--- src/rtl/writeback_stage_if.sv ---
// writeback_stage_if
//   Bundles the memory-stage handshake, the decoupled load-response port and
//   the register-file write/retire outputs of the writeback stage.
//   Parameters: XLEN (32/64 datapath width), NREG (register count).
//   Modports:
//     master - upstream/environment side: drives instruction + load response,
//              observes ready and the writeback outputs.
//     slave  - the writeback stage itself.
interface writeback_stage_if #(
    parameter int XLEN = 32,
    parameter int NREG = 32
);
    localparam int RW = $clog2(NREG);

    logic            in_valid_i;
    logic            in_ready_o;
    logic [31:0]     instr_i;
    logic [XLEN-1:0] alu_result_i;
    logic [XLEN-1:0] pc_plus4_i;
    logic            mem_rvalid_i;
    logic [XLEN-1:0] mem_rdata_i;
    logic            rf_we_o;
    logic [RW-1:0]   rf_rd_o;
    logic [XLEN-1:0] rf_data_o;
    logic            retire_o;
    logic            trap_o;
    logic [XLEN-1:0] trap_addr_o;

    modport master (
        output in_valid_i, instr_i, alu_result_i, pc_plus4_i, mem_rvalid_i, mem_rdata_i,
        input  in_ready_o, rf_we_o, rf_rd_o, rf_data_o, retire_o, trap_o, trap_addr_o
    );

    modport slave (
        input  in_valid_i, instr_i, alu_result_i, pc_plus4_i, mem_rvalid_i, mem_rdata_i,
        output in_ready_o, rf_we_o, rf_rd_o, rf_data_o, retire_o, trap_o, trap_addr_o
    );
endinterface

--- src/rtl/writeback_stage.sv ---
// writeback_stage
//   RV32/RV64 writeback stage. Accepts one instruction per cycle from the
//   memory stage, picks the result source by opcode, formats load data
//   (byte-lane select + sign/zero extension) and drives one registered
//   register-file write port. Loads park in WAIT_MEM until the decoupled
//   load response arrives.
//   Ports:
//     clk, rst_n   clock, asynchronous active-low reset
//     flush_i      synchronous flush, drops held load / same-cycle accept
//     wb (slave)   handshake, load response, rf write, retire, trap
//   Optional feature macro: WB_MISALIGN_TRAP_EN
//     defined   - misaligned/undefined loads raise trap_o (with trap_addr_o)
//                 instead of writing and retiring
//     undefined - misaligned loads write 0 and retire; trap outputs tied 0
module writeback_stage #(
    parameter int XLEN = 32,
    parameter int NREG = 32
) (
    input  logic clk,
    input  logic rst_n,
    input  logic flush_i,
    writeback_stage_if.slave wb
);
    localparam int RW   = $clog2(NREG);
    localparam int OFFW = $clog2(XLEN/8);

    localparam logic [6:0] OPC_OP        = 7'b0110011;
    localparam logic [6:0] OPC_OP_IMM    = 7'b0010011;
    localparam logic [6:0] OPC_LUI       = 7'b0110111;
    localparam logic [6:0] OPC_AUIPC     = 7'b0010111;
    localparam logic [6:0] OPC_JAL       = 7'b1101111;
    localparam logic [6:0] OPC_JALR      = 7'b1100111;
    localparam logic [6:0] OPC_LOAD      = 7'b0000011;
    localparam logic [6:0] OPC_OP_32     = 7'b0111011;
    localparam logic [6:0] OPC_OP_IMM_32 = 7'b0011011;

    typedef enum logic {IDLE, WAIT_MEM} state_t;
    state_t state, state_nx;

    // latched load context
    logic [2:0]      ld_f3;
    logic [RW-1:0]   ld_rd;
    logic [OFFW-1:0] ld_off;
    logic            ld_cap;

    // registered outputs and their next values
    logic            we_q, we_nx;
    logic            ret_q, ret_nx;
    logic [RW-1:0]   rd_q, rd_nx;
    logic [XLEN-1:0] data_q, data_nx;
`ifdef WB_MISALIGN_TRAP_EN
    logic            trap_q, trap_nx;
    logic [XLEN-1:0] taddr_q, taddr_nx;
    logic [XLEN-1:0] ld_addr;
`endif

    // decode of the instruction on the input bus
    logic [6:0]    opc;
    logic [RW-1:0] rd_in;
    logic          src_alu, src_link, is_load;
    logic          unused_instr;

    assign opc      = wb.instr_i[6:0];
    assign rd_in    = wb.instr_i[7 +: RW];
    assign is_load  = (opc == OPC_LOAD);
    assign src_link = (opc == OPC_JAL) || (opc == OPC_JALR);
    assign src_alu  = (opc == OPC_OP) || (opc == OPC_OP_IMM) || (opc == OPC_LUI) ||
                      (opc == OPC_AUIPC) ||
                      ((XLEN == 64) && ((opc == OPC_OP_32) || (opc == OPC_OP_IMM_32)));
    assign unused_instr = ^wb.instr_i[31:15];

    // load formatting: shift the addressed byte lane down to bit 0, then
    // extend by funct3. Undefined funct3 is folded into ld_bad.
    logic [XLEN-1:0] sh;
    logic [XLEN-1:0] ld_data;
    logic            ld_bad;

    assign sh = wb.mem_rdata_i >> {ld_off, 3'b000};

    always_comb begin
        ld_data = '0;
        ld_bad  = 1'b0;
        case (ld_f3)
            3'b000: ld_data = XLEN'($signed(sh[7:0]));
            3'b001: begin
                ld_data = XLEN'($signed(sh[15:0]));
                ld_bad  = ld_off[0];
            end
            3'b010: begin
                ld_data = XLEN'($signed(sh[31:0]));
                ld_bad  = |ld_off[1:0];
            end
            3'b011: begin
                if (XLEN == 64) begin
                    ld_data = sh;
                    ld_bad  = |ld_off;
                end else begin
                    ld_bad  = 1'b1;
                end
            end
            3'b100: ld_data = XLEN'(sh[7:0]);
            3'b101: begin
                ld_data = XLEN'(sh[15:0]);
                ld_bad  = ld_off[0];
            end
            3'b110: begin
                if (XLEN == 64) begin
                    ld_data = XLEN'(sh[31:0]);
                    ld_bad  = |ld_off[1:0];
                end else begin
                    ld_bad  = 1'b1;
                end
            end
            default: ld_bad = 1'b1;
        endcase
    end

    // next-state / next-output logic; flush overrides everything
    always_comb begin
        state_nx = state;
        ld_cap   = 1'b0;
        we_nx    = 1'b0;
        ret_nx   = 1'b0;
        rd_nx    = rd_q;
        data_nx  = data_q;
`ifdef WB_MISALIGN_TRAP_EN
        trap_nx  = 1'b0;
        taddr_nx = taddr_q;
`endif
        if (flush_i) begin
            state_nx = IDLE;
        end else begin
            case (state)
                IDLE: begin
                    if (wb.in_valid_i) begin
                        if (is_load) begin
                            ld_cap   = 1'b1;
                            state_nx = WAIT_MEM;
                        end else begin
                            ret_nx = 1'b1;
                            // rd/data only move on a real write so they hold otherwise
                            if ((src_alu || src_link) && (rd_in != '0)) begin
                                we_nx   = 1'b1;
                                rd_nx   = rd_in;
                                data_nx = src_link ? wb.pc_plus4_i : wb.alu_result_i;
                            end
                        end
                    end
                end
                WAIT_MEM: begin
                    if (wb.mem_rvalid_i) begin
                        state_nx = IDLE;
`ifdef WB_MISALIGN_TRAP_EN
                        if (ld_bad) begin
                            trap_nx  = 1'b1;
                            taddr_nx = ld_addr;
                        end else begin
                            ret_nx = 1'b1;
                            if (ld_rd != '0) begin
                                we_nx   = 1'b1;
                                rd_nx   = ld_rd;
                                data_nx = ld_data;
                            end
                        end
`else
                        ret_nx = 1'b1;
                        if (ld_rd != '0) begin
                            we_nx   = 1'b1;
                            rd_nx   = ld_rd;
                            data_nx = ld_bad ? '0 : ld_data;
                        end
`endif
                    end
                end
                default: state_nx = IDLE;
            endcase
        end
    end

    always_ff @(posedge clk or negedge rst_n) begin
        if (!rst_n) begin
            state  <= IDLE;
            ld_f3  <= '0;
            ld_rd  <= '0;
            ld_off <= '0;
            we_q   <= 1'b0;
            ret_q  <= 1'b0;
            rd_q   <= '0;
            data_q <= '0;
        end else begin
            state  <= state_nx;
            we_q   <= we_nx;
            ret_q  <= ret_nx;
            rd_q   <= rd_nx;
            data_q <= data_nx;
            if (ld_cap) begin
                ld_f3  <= wb.instr_i[14:12];
                ld_rd  <= rd_in;
                ld_off <= wb.alu_result_i[OFFW-1:0];
            end
        end
    end

`ifdef WB_MISALIGN_TRAP_EN
    always_ff @(posedge clk or negedge rst_n) begin
        if (!rst_n) begin
            trap_q  <= 1'b0;
            taddr_q <= '0;
            ld_addr <= '0;
        end else begin
            trap_q  <= trap_nx;
            taddr_q <= taddr_nx;
            if (ld_cap) ld_addr <= wb.alu_result_i;
        end
    end

    assign wb.trap_o      = trap_q;
    assign wb.trap_addr_o = taddr_q;
`else
    assign wb.trap_o      = 1'b0;
    assign wb.trap_addr_o = '0;
`endif

    assign wb.in_ready_o = (state == IDLE);
    assign wb.rf_we_o    = we_q;
    assign wb.rf_rd_o    = rd_q;
    assign wb.rf_data_o  = data_q;
    assign wb.retire_o   = ret_q;
endmodule

--- src/flat_wrapper.sv ---
// flat-port wrapper written by rule: the top's interface ports become plain ports
module writeback_stage_flat 
#(
    parameter int XLEN = 32,
    parameter int NREG = 32
)
  (clk, rst_n, flush_i, wb_in_valid_i, wb_instr_i, wb_alu_result_i, wb_pc_plus4_i, wb_mem_rvalid_i, wb_mem_rdata_i, wb_in_ready_o, wb_rf_we_o, wb_rf_rd_o, wb_rf_data_o, wb_retire_o, wb_trap_o, wb_trap_addr_o);
  writeback_stage_if #(.XLEN(XLEN), .NREG(NREG)) wb_i ();
  input  logic clk;
  input  logic rst_n;
  input  logic flush_i;
  input wire logic [$bits(wb_i.in_valid_i)-1:0] wb_in_valid_i;
  input wire logic [$bits(wb_i.instr_i)-1:0] wb_instr_i;
  input wire logic [$bits(wb_i.alu_result_i)-1:0] wb_alu_result_i;
  input wire logic [$bits(wb_i.pc_plus4_i)-1:0] wb_pc_plus4_i;
  input wire logic [$bits(wb_i.mem_rvalid_i)-1:0] wb_mem_rvalid_i;
  input wire logic [$bits(wb_i.mem_rdata_i)-1:0] wb_mem_rdata_i;
  output wire logic [$bits(wb_i.in_ready_o)-1:0] wb_in_ready_o;
  output wire logic [$bits(wb_i.rf_we_o)-1:0] wb_rf_we_o;
  output wire logic [$bits(wb_i.rf_rd_o)-1:0] wb_rf_rd_o;
  output wire logic [$bits(wb_i.rf_data_o)-1:0] wb_rf_data_o;
  output wire logic [$bits(wb_i.retire_o)-1:0] wb_retire_o;
  output wire logic [$bits(wb_i.trap_o)-1:0] wb_trap_o;
  output wire logic [$bits(wb_i.trap_addr_o)-1:0] wb_trap_addr_o;
  assign wb_i.in_valid_i = wb_in_valid_i;
  assign wb_i.instr_i = wb_instr_i;
  assign wb_i.alu_result_i = wb_alu_result_i;
  assign wb_i.pc_plus4_i = wb_pc_plus4_i;
  assign wb_i.mem_rvalid_i = wb_mem_rvalid_i;
  assign wb_i.mem_rdata_i = wb_mem_rdata_i;
  assign wb_in_ready_o = wb_i.in_ready_o;
  assign wb_rf_we_o = wb_i.rf_we_o;
  assign wb_rf_rd_o = wb_i.rf_rd_o;
  assign wb_rf_data_o = wb_i.rf_data_o;
  assign wb_retire_o = wb_i.retire_o;
  assign wb_trap_o = wb_i.trap_o;
  assign wb_trap_addr_o = wb_i.trap_addr_o;
  writeback_stage #(.XLEN(XLEN), .NREG(NREG)) u_core (.clk(clk), .rst_n(rst_n), .flush_i(flush_i), .wb(wb_i));
endmodule
--- config.mk ---
export PLATFORM = sky130hd
export DESIGN_NAME = writeback_stage_flat
export DESIGN_NICKNAME = d
export VERILOG_FILES = /design/src/rtl/writeback_stage_if.sv /design/src/rtl/writeback_stage.sv /design/src/flat_wrapper.sv
export SDC_FILE = /design/constraint.sdc
export NUM_CORES = 1
export LEC_CHECK = 0
export ABC_AREA = 1
export ABC_CLOCK_PERIOD_IN_PS = 2900
export CAP_MARGIN = 20
export CORE_MARGIN = 3
export CORE_UTILIZATION = 44
export DETAILED_ROUTE_END_ITERATION = 8
export HOLD_SLACK_MARGIN = 0.08
export PLACE_DENSITY = 0.88
export SLEW_MARGIN = 20
export SYNTH_ARGS = -nofsm -noshare
export SYNTH_HDL_FRONTEND = slang
export SYNTH_SLANG_ARGS = --single-unit
--- constraint.sdc ---
create_clock -name clk -period 2.9 [get_ports clk]
set_input_delay 0.58 -clock clk [delete_from_list [all_inputs] [get_ports clk]]
set_output_delay 0.58 -clock clk [all_outputs]
set_load 0.03 [all_outputs]
==> results of run 1 <==
-- cell usage after synthesis, drive strengths merged --
master and number:
a21oi 2, and2 1, buf 63, clkbuf 12, conb 1, dfrtp 50, inv 53, nand2 267
nand3 42, nand3b 1, nand4 1, nor2 32, nor3 2, nor3b 1, o211ai 32, o21ai 71
o31ai 2
-- flip-flops by register name, summed over array words and instances, names as in the netlist --
signal / cells
u_core.state: 1
u_core.wb.rf_we_o: 1
u_core.ld_off: 2
u_core.ld_f3: 3
u_core.wb.rf_data_o: 32
u_core.ld_rd: 5
u_core.wb.retire_o: 1
u_core.wb.rf_rd_o: 5
-- kinds of logic (layout without fill, tap and decap cells) --
family / count (synthesis) / in the layout / share of synthesized area [%]
and+or+nand+nor: 347 / 347 / 35.5
buffers and inverters: 128 / 225 / 17.2
AOI/OAI and AO/OA: 107 / 107 / 15.7
DFF: 50 / 50 / 31.5
other: 1 / 33 / 0.0945
-- critical path, delay by kind of cell, from the launching register on --
kind	cells	cell delay [ns]
buffers and inverters	2	0.89
flip-flops	1	0.50
-- power by group --
group / switching [uW] / total [uW] / internal [uW]
Clock: 255 / 518 / 263
Sequential: 61.1 / 874 / 813
Combinational: 584 / 1030 / 442
-- metrics by stage --
stage / hold slack, ns / cells / util, % / setup WS (ns)
after floorplan: 0.284 / 665 / - / 1.12
after global placement: 0.473 / 862 / 61.3 / 0.546
after detailed placement: 0.487 / 862 / 61.3 / 0.493
after CTS: 0.508 / 870 / 62.6 / 0.615
after global routing: 0.323 / 870 / 62.6 / 0.477
final: 0.275 / 870 / 62.6 / 0.620
-- layout make-up --
cell class / count / area, um^2 / share of cell area, %
Multi-Input combinational cell: 487 / 2160 / 39.3
Timing Repair Buffer: 164 / 1630 / 29.7
Sequential cell: 50 / 1250 / 22.8
Inverter: 53 / 201 / 3.67
Tap cell: 108 / 135 / 2.46
Clock buffer: 5 / 68.8 / 1.25
Clock inverter: 3 / 48.8 / 0.889
-- per-layer routing --
layer / GRT usage [%] / share of wire, % / up-vias
met3: 6.85 / 11 / 28
li1: - / - / 2191
met2: 41.5 / 48 / 216
met1: 27.9 / 38 / 2025
met5: 0 / 0 / -
met4: 7.67 / 2.9 / 0
-- how the worst max path moves through the flow --
stage and end:
4_1_cts wb_in_ready_o, 2_1_floorplan wb_in_ready_o, 3_3_place_gp u_core.wb.rf_data_o[29], 5_1_grt u_core.wb.rf_data_o[16], 3_5_place_dp u_core.wb.rf_data_o[22], 6_report wb_in_ready_o
==> run metrics, run 1 <==
count of max-cap constraint violations 0; Worst Setup End Kind output port; final number of hold-violating endpoints 0; Crit. Startpoint u_core.state; outcome completed; post-route antenna net violation count 0; Tcrit/Tclk final 78.6%; total number of vias 4,460; proportion of synthesized chip area in sequential cells between 30% and 40%; category of the critical setup timing path register to output port; Cell Chain, Critical Path inv_4, clkdlybuf4s50_1; unrepaired setup endpoints after global routing false; r2r endpoint u_core.wb.rf_data_o[16]; core area 0.00876 mm^2; GR Util All Layers 23.7%; initial drt markers 314; TritonCTS buffer count 5; boundary pin count ~210; final weighted congestion in routability-driven placement 0.960; ratio of cells with drive above 1 in the final layout 4.20%; critical register-to-register path startpoint u_core.ld_off[1]; number of antenna violations at the first check in global routing 0; post-route design area roughly 0.0055 mm^2; H-tree levels 2; maximum frequency from static timing analysis 439 MHz; Residual DRC 0; worst r2r path cells 9; final WL 12,400 um; Leakage around 0.0028 uW; layout-stage area growth over the synthesis result 38.3%; commonest non-fill, non-tap cell in the layout nand2_1; residual overflow from global routing 0; router iterations before antenna repair 7; number of distinct library cells after synthesis 30; starting utilization of the core area 45.3%; Data arrival, critical path roughly 1.7 ns; final net count 894; peak per-stage delay on the critical path 0.70 ns; total half-perimeter wirelength after legalization and detailed placement approximately 9400 um; final-layout fill cell count just over 800; count of inserted antenna diode cells 0; clock input transition at the sequential cells of the worst setup and hold paths 0.10 ns; worst max-slew margin expressed relative to the limit 58.0%; placement-stage cell area 0.00537 mm^2; clock sinks 50; synthesized area 0.00397 mm^2; fin crit period 2.28 ns; quantity of hold-fixing buffers added after cts 0; count of port buffers added during placement 155; cell at the root of the clock tree clkbuf_8; worst setup skew after layout 0.00575 ns; number of gates resized after cts 0; power density of the placed cells 440 mW/mm^2; insertion delay of the later-clocked pin in the worst-skew pair 0.31 ns; die area around 0.010 mm^2; top cells by area, synth dfrtp_1, nand2_1, o21ai_0, buf_4, o211ai_1; maximum number of pins on one net before global-route repair 65; buffer depth of the longest clock path 2; vias in the first global route 4,143; Syn Area/Cell 6.27 um^2; post-route total power ~2400 uW; final routed wire length divided by cell count 14.3 um; final setup violating endpoints 0; #FFs+latches synth 50; slack of the worst reg-to-reg path between 0.7 and 0.8 ns; setup TNS 0 ns; wire length of the first global-routing pass 19,500 um; sort of element at the start of the critical path register; cells after synthesis roughly 630; Hold Crit Class input pin to async pin; DIE HEIGHT 101 um; cell taking the most area after synthesis dfrtp_1; TritonCTS clock tree yes; number of pins with negative max-slew slack in the final report 0; Post-CTS Setup Inserts 0; width of the die about 100 um; worst voltage drop across the vdd grid 0.000277 V; Worst Tran Pin Value approximately 0.63 ns; count of warnings emitted by yosys 0; average vias per placed instance 5.13; standard-cell rows 34; most used cells in the layout excluding fill and tap cells nand2_1, clkdlybuf4s50_1, o21ai_0; area fraction of the dominant cell type after synthesis 31.5%; cell with the biggest individual delay on the critical path clkdlybuf4s50_1; largest fanout on the critical path 12; required time at the endpoint of the critical path 2.32 ns
(Power assumes the default switching activity.)
==> inputs of run 2 (changes only) <==
- ABC_CLOCK_PERIOD_IN_PS: 2900 -> 1950
- CORE_UTILIZATION: 44 -> 37
- PLACE_DENSITY: 0.88 -> 0.79
- clock period: 2.9 -> 1.95 ns (I/O delays scaled with it)
==> run 2 against run 1 <==
Worst hold slack better by 0.22 ns. Register-to-register slack worse by 0.58 ns. Count of clock-buffer cells in the layout unchanged. Non-clock buffer count up 16. Largest power group unchanged. Highest routed layer unchanged.
==> run metrics, run 2 (synthesized netlist as in run 1, its figures left out) <==
final net count 911 (+1.9%); critical register-to-register path startpoint u_core.ld_f3[0]; setup TNS 0 ns (unchanged); core area 0.0104 mm^2 (+18%); post-route design area 0.00570 mm^2 (+3.8%); worst-case hold slack 0.497 ns (+0.221 ns); maximum frequency from static timing analysis 544 MHz; post-route total power 3490 uW (+44%); final-layout fill cell count 1,028 (+26%); layout-stage area growth over the synthesis result 43.6%; final WL 12,700 um (+2.0%); total number of vias 4,394 (-1.5%); wire length of the first global-routing pass 19,000 um (-2.5%); most used cells in the layout excluding fill and tap cells nand2_1, clkdlybuf4s50_1, o21ai_0; largest fanout on the critical path 21 (+9); total half-perimeter wirelength after legalization and detailed placement 9700 um (+2.9%); buffer depth of the longest clock path 2 (unchanged); final weighted congestion in routability-driven placement 0.950 (-1.1%); router iterations before antenna repair 5 (-2); count of port buffers added during placement 155 (unchanged); maximum number of pins on one net before global-route repair 63 (-3.1%); Worst Hold Launch u_core.wb.rf_data_o[0]; Post-CTS Setup Inserts 0 (unchanged); Hold Crit Class register to register; r2r endpoint u_core.wb.rf_data_o[10]; ratio of cells with drive above 1 in the final layout 6.42% (+2.2 points); starting utilization of the core area 38.3% (-7.0 points); TritonCTS buffer count 5 (unchanged); cell depth of the worst hold path 2; Worst Tran Pin Value 0.708 ns (+0.0774 ns); average vias per placed instance 4.80 (-6.3%); pre-CTS WS -0.0882 ns (-0.581 ns); die area 0.0120 mm^2 (+18%); peak per-stage delay on the critical path 0.39 ns (-0.31 ns); category of the critical setup timing path register to output port; insertion delay of the later-clocked pin in the worst-skew pair 0.31 ns (about the same); worst voltage drop across the vdd grid 0.000393 V (+42%); worst r2r path cells 9 (unchanged); Critical Path Most Common Cell buf_4; Residual DRC 0 (unchanged); final setup violating endpoints 0 (unchanged); slack of the worst reg-to-reg path 0.17 ns (-0.58 ns); GR Util All Layers 20.0% (-3.8 points); clock sinks 50 (unchanged); required time at the endpoint of the critical path 1.56 ns (-0.76 ns); CP bufs+invs 4 (+2); initial drt markers 250 (-20%); count of inserted antenna diode cells 0 (unchanged); Crit. Startpoint u_core.state; number of flip-flops in the largest register 32 (unchanged); cell with the biggest individual delay on the critical path dfrtp_1; fin crit period roughly 1.8 ns; residual overflow from global routing 0 (unchanged); final routed wire length divided by cell count 13.9 um (-3.0%); worst setup skew after layout 0.00780 ns (+0.00205 ns); final number of hold-violating endpoints 0 (unchanged); width of the die 110 um (+8.5%); Worst Setup End Kind output port; Data arrival, critical path 1.45 ns (-0.25 ns); Leakage 0.00292 uW (+3.3%); standard-cell rows 37 (+8.8%); Cell Chain, Critical Path buf_4, inv_4, buf_6, buf_4; cell at the root of the clock tree clkbuf_8; commonest non-fill, non-tap cell in the layout nand2_1; number of pins with negative max-slew slack in the final report 0 (unchanged); H-tree levels 2 (unchanged); post-route antenna net violation count 0 (unchanged); power density of the placed cells 612 mW/mm^2 (+39%); Tcrit/Tclk final between 90% and 100%; Worst Setup Slack, final 0.111 ns (-0.509 ns); placement-stage cell area 0.00559 mm^2 (+4.0%); TritonCTS clock tree yes; number of antenna violations at the first check in global routing 0 (unchanged); worst max-slew margin expressed relative to the limit 52.8% (-5.2 points); DIE HEIGHT 110 um (+8.5%); vias in the first global route 3,955 (-4.5%); end of the worst hold path u_core.wb.rf_data_o[0]; count of max-cap constraint violations 0 (unchanged); clock input transition at the sequential cells of the worst setup and hold paths 0.10 ns (about the same); boundary pin count 206 (unchanged); sort of element at the start of the critical path register; outcome completed; kind of cell with the highest combined delay on the critical path buffers and inverters
[run 2: cell types whose count changed in the layout (fill, tap and decap cells not counted), sizes merged]
cell | previous run | this run
inv | 54 | 53
clkinv | 0 | 2
a21oi | 2 | 3
bufinv | 1 | 0
buf | 10 | 26
clkdlybuf4s50 | 154 | 153
dlygate4sd3 | 0 | 1
[run 2: report_power, final]
part / switching (uW) / internal [uW] / total [uW]
logic: 881 / 686 / 1570
clock network: 365 / 253 / 618
registers: 93.2 / 1210 / 1300
[run 2: per-stage QoR]
| stage | cells | utilization [%] |
|---|---|---|
| 2_1_floorplan | 665 | - |
| 3_3_place_gp | 905 | 53.8 |
| 3_5_place_dp | 905 | 53.9 |
| 4_1_cts | 914 | 54.8 |
| 5_1_grt | 915 | 55.0 |
| 6_report | 915 | 55.0 |
[run 2: tightest hold or removal path, stage by stage (launching register included)]
cell	delay, ns
dfrtp_1	0.35
o21ai_1	0.06
nand2_1	0.06
[run 2: layout make-up]
class	count	area [um^2]	share of cell area, %
tap	136	170	2.99
inverter	53	201	3.53
sequential	50	1250	22.0
clock buffer	5	68.8	1.21
clock inverter	3	21.3	0.373
timing repair buffer	180	1810	31.8
multi-input combinational	488	2170	38.1
[run 2: how the worst max path moves through the flow]
stage	cells past startpoint	endpoint	slack, ns
after floorplan	7	u_core.wb.rf_rd_o[0]	0.32
after global placement	9	u_core.wb.rf_data_o[13]	-0.16
after detailed placement	8	u_core.wb.rf_data_o[17]	-0.09
after CTS	4	wb_in_ready_o	0.03
after global routing	9	u_core.wb.rf_data_o[26]	-0.0009
final	4	wb_in_ready_o	0.11
[run 2: layer usage]
| layer | global-route usage, % | wire length, um | vias up |
|---|---|---|---|
| met5 | 0 | 0 | - |
| met4 | 4.90 | 234 | 0 |
| met3 | 6.58 | 1370 | 19 |
| met2 | 33.6 | 6030 | 179 |
| met1 | 24.7 | 5050 | 1964 |
| li1 | - | - | 2232 |
[run 2: timing repair]
action                     4_1_cts  5_1_grt
hold endpoints to repair        21        0
hold buffers                     1        0
resized for setup                0        2
setup endpoints to repair        0       10
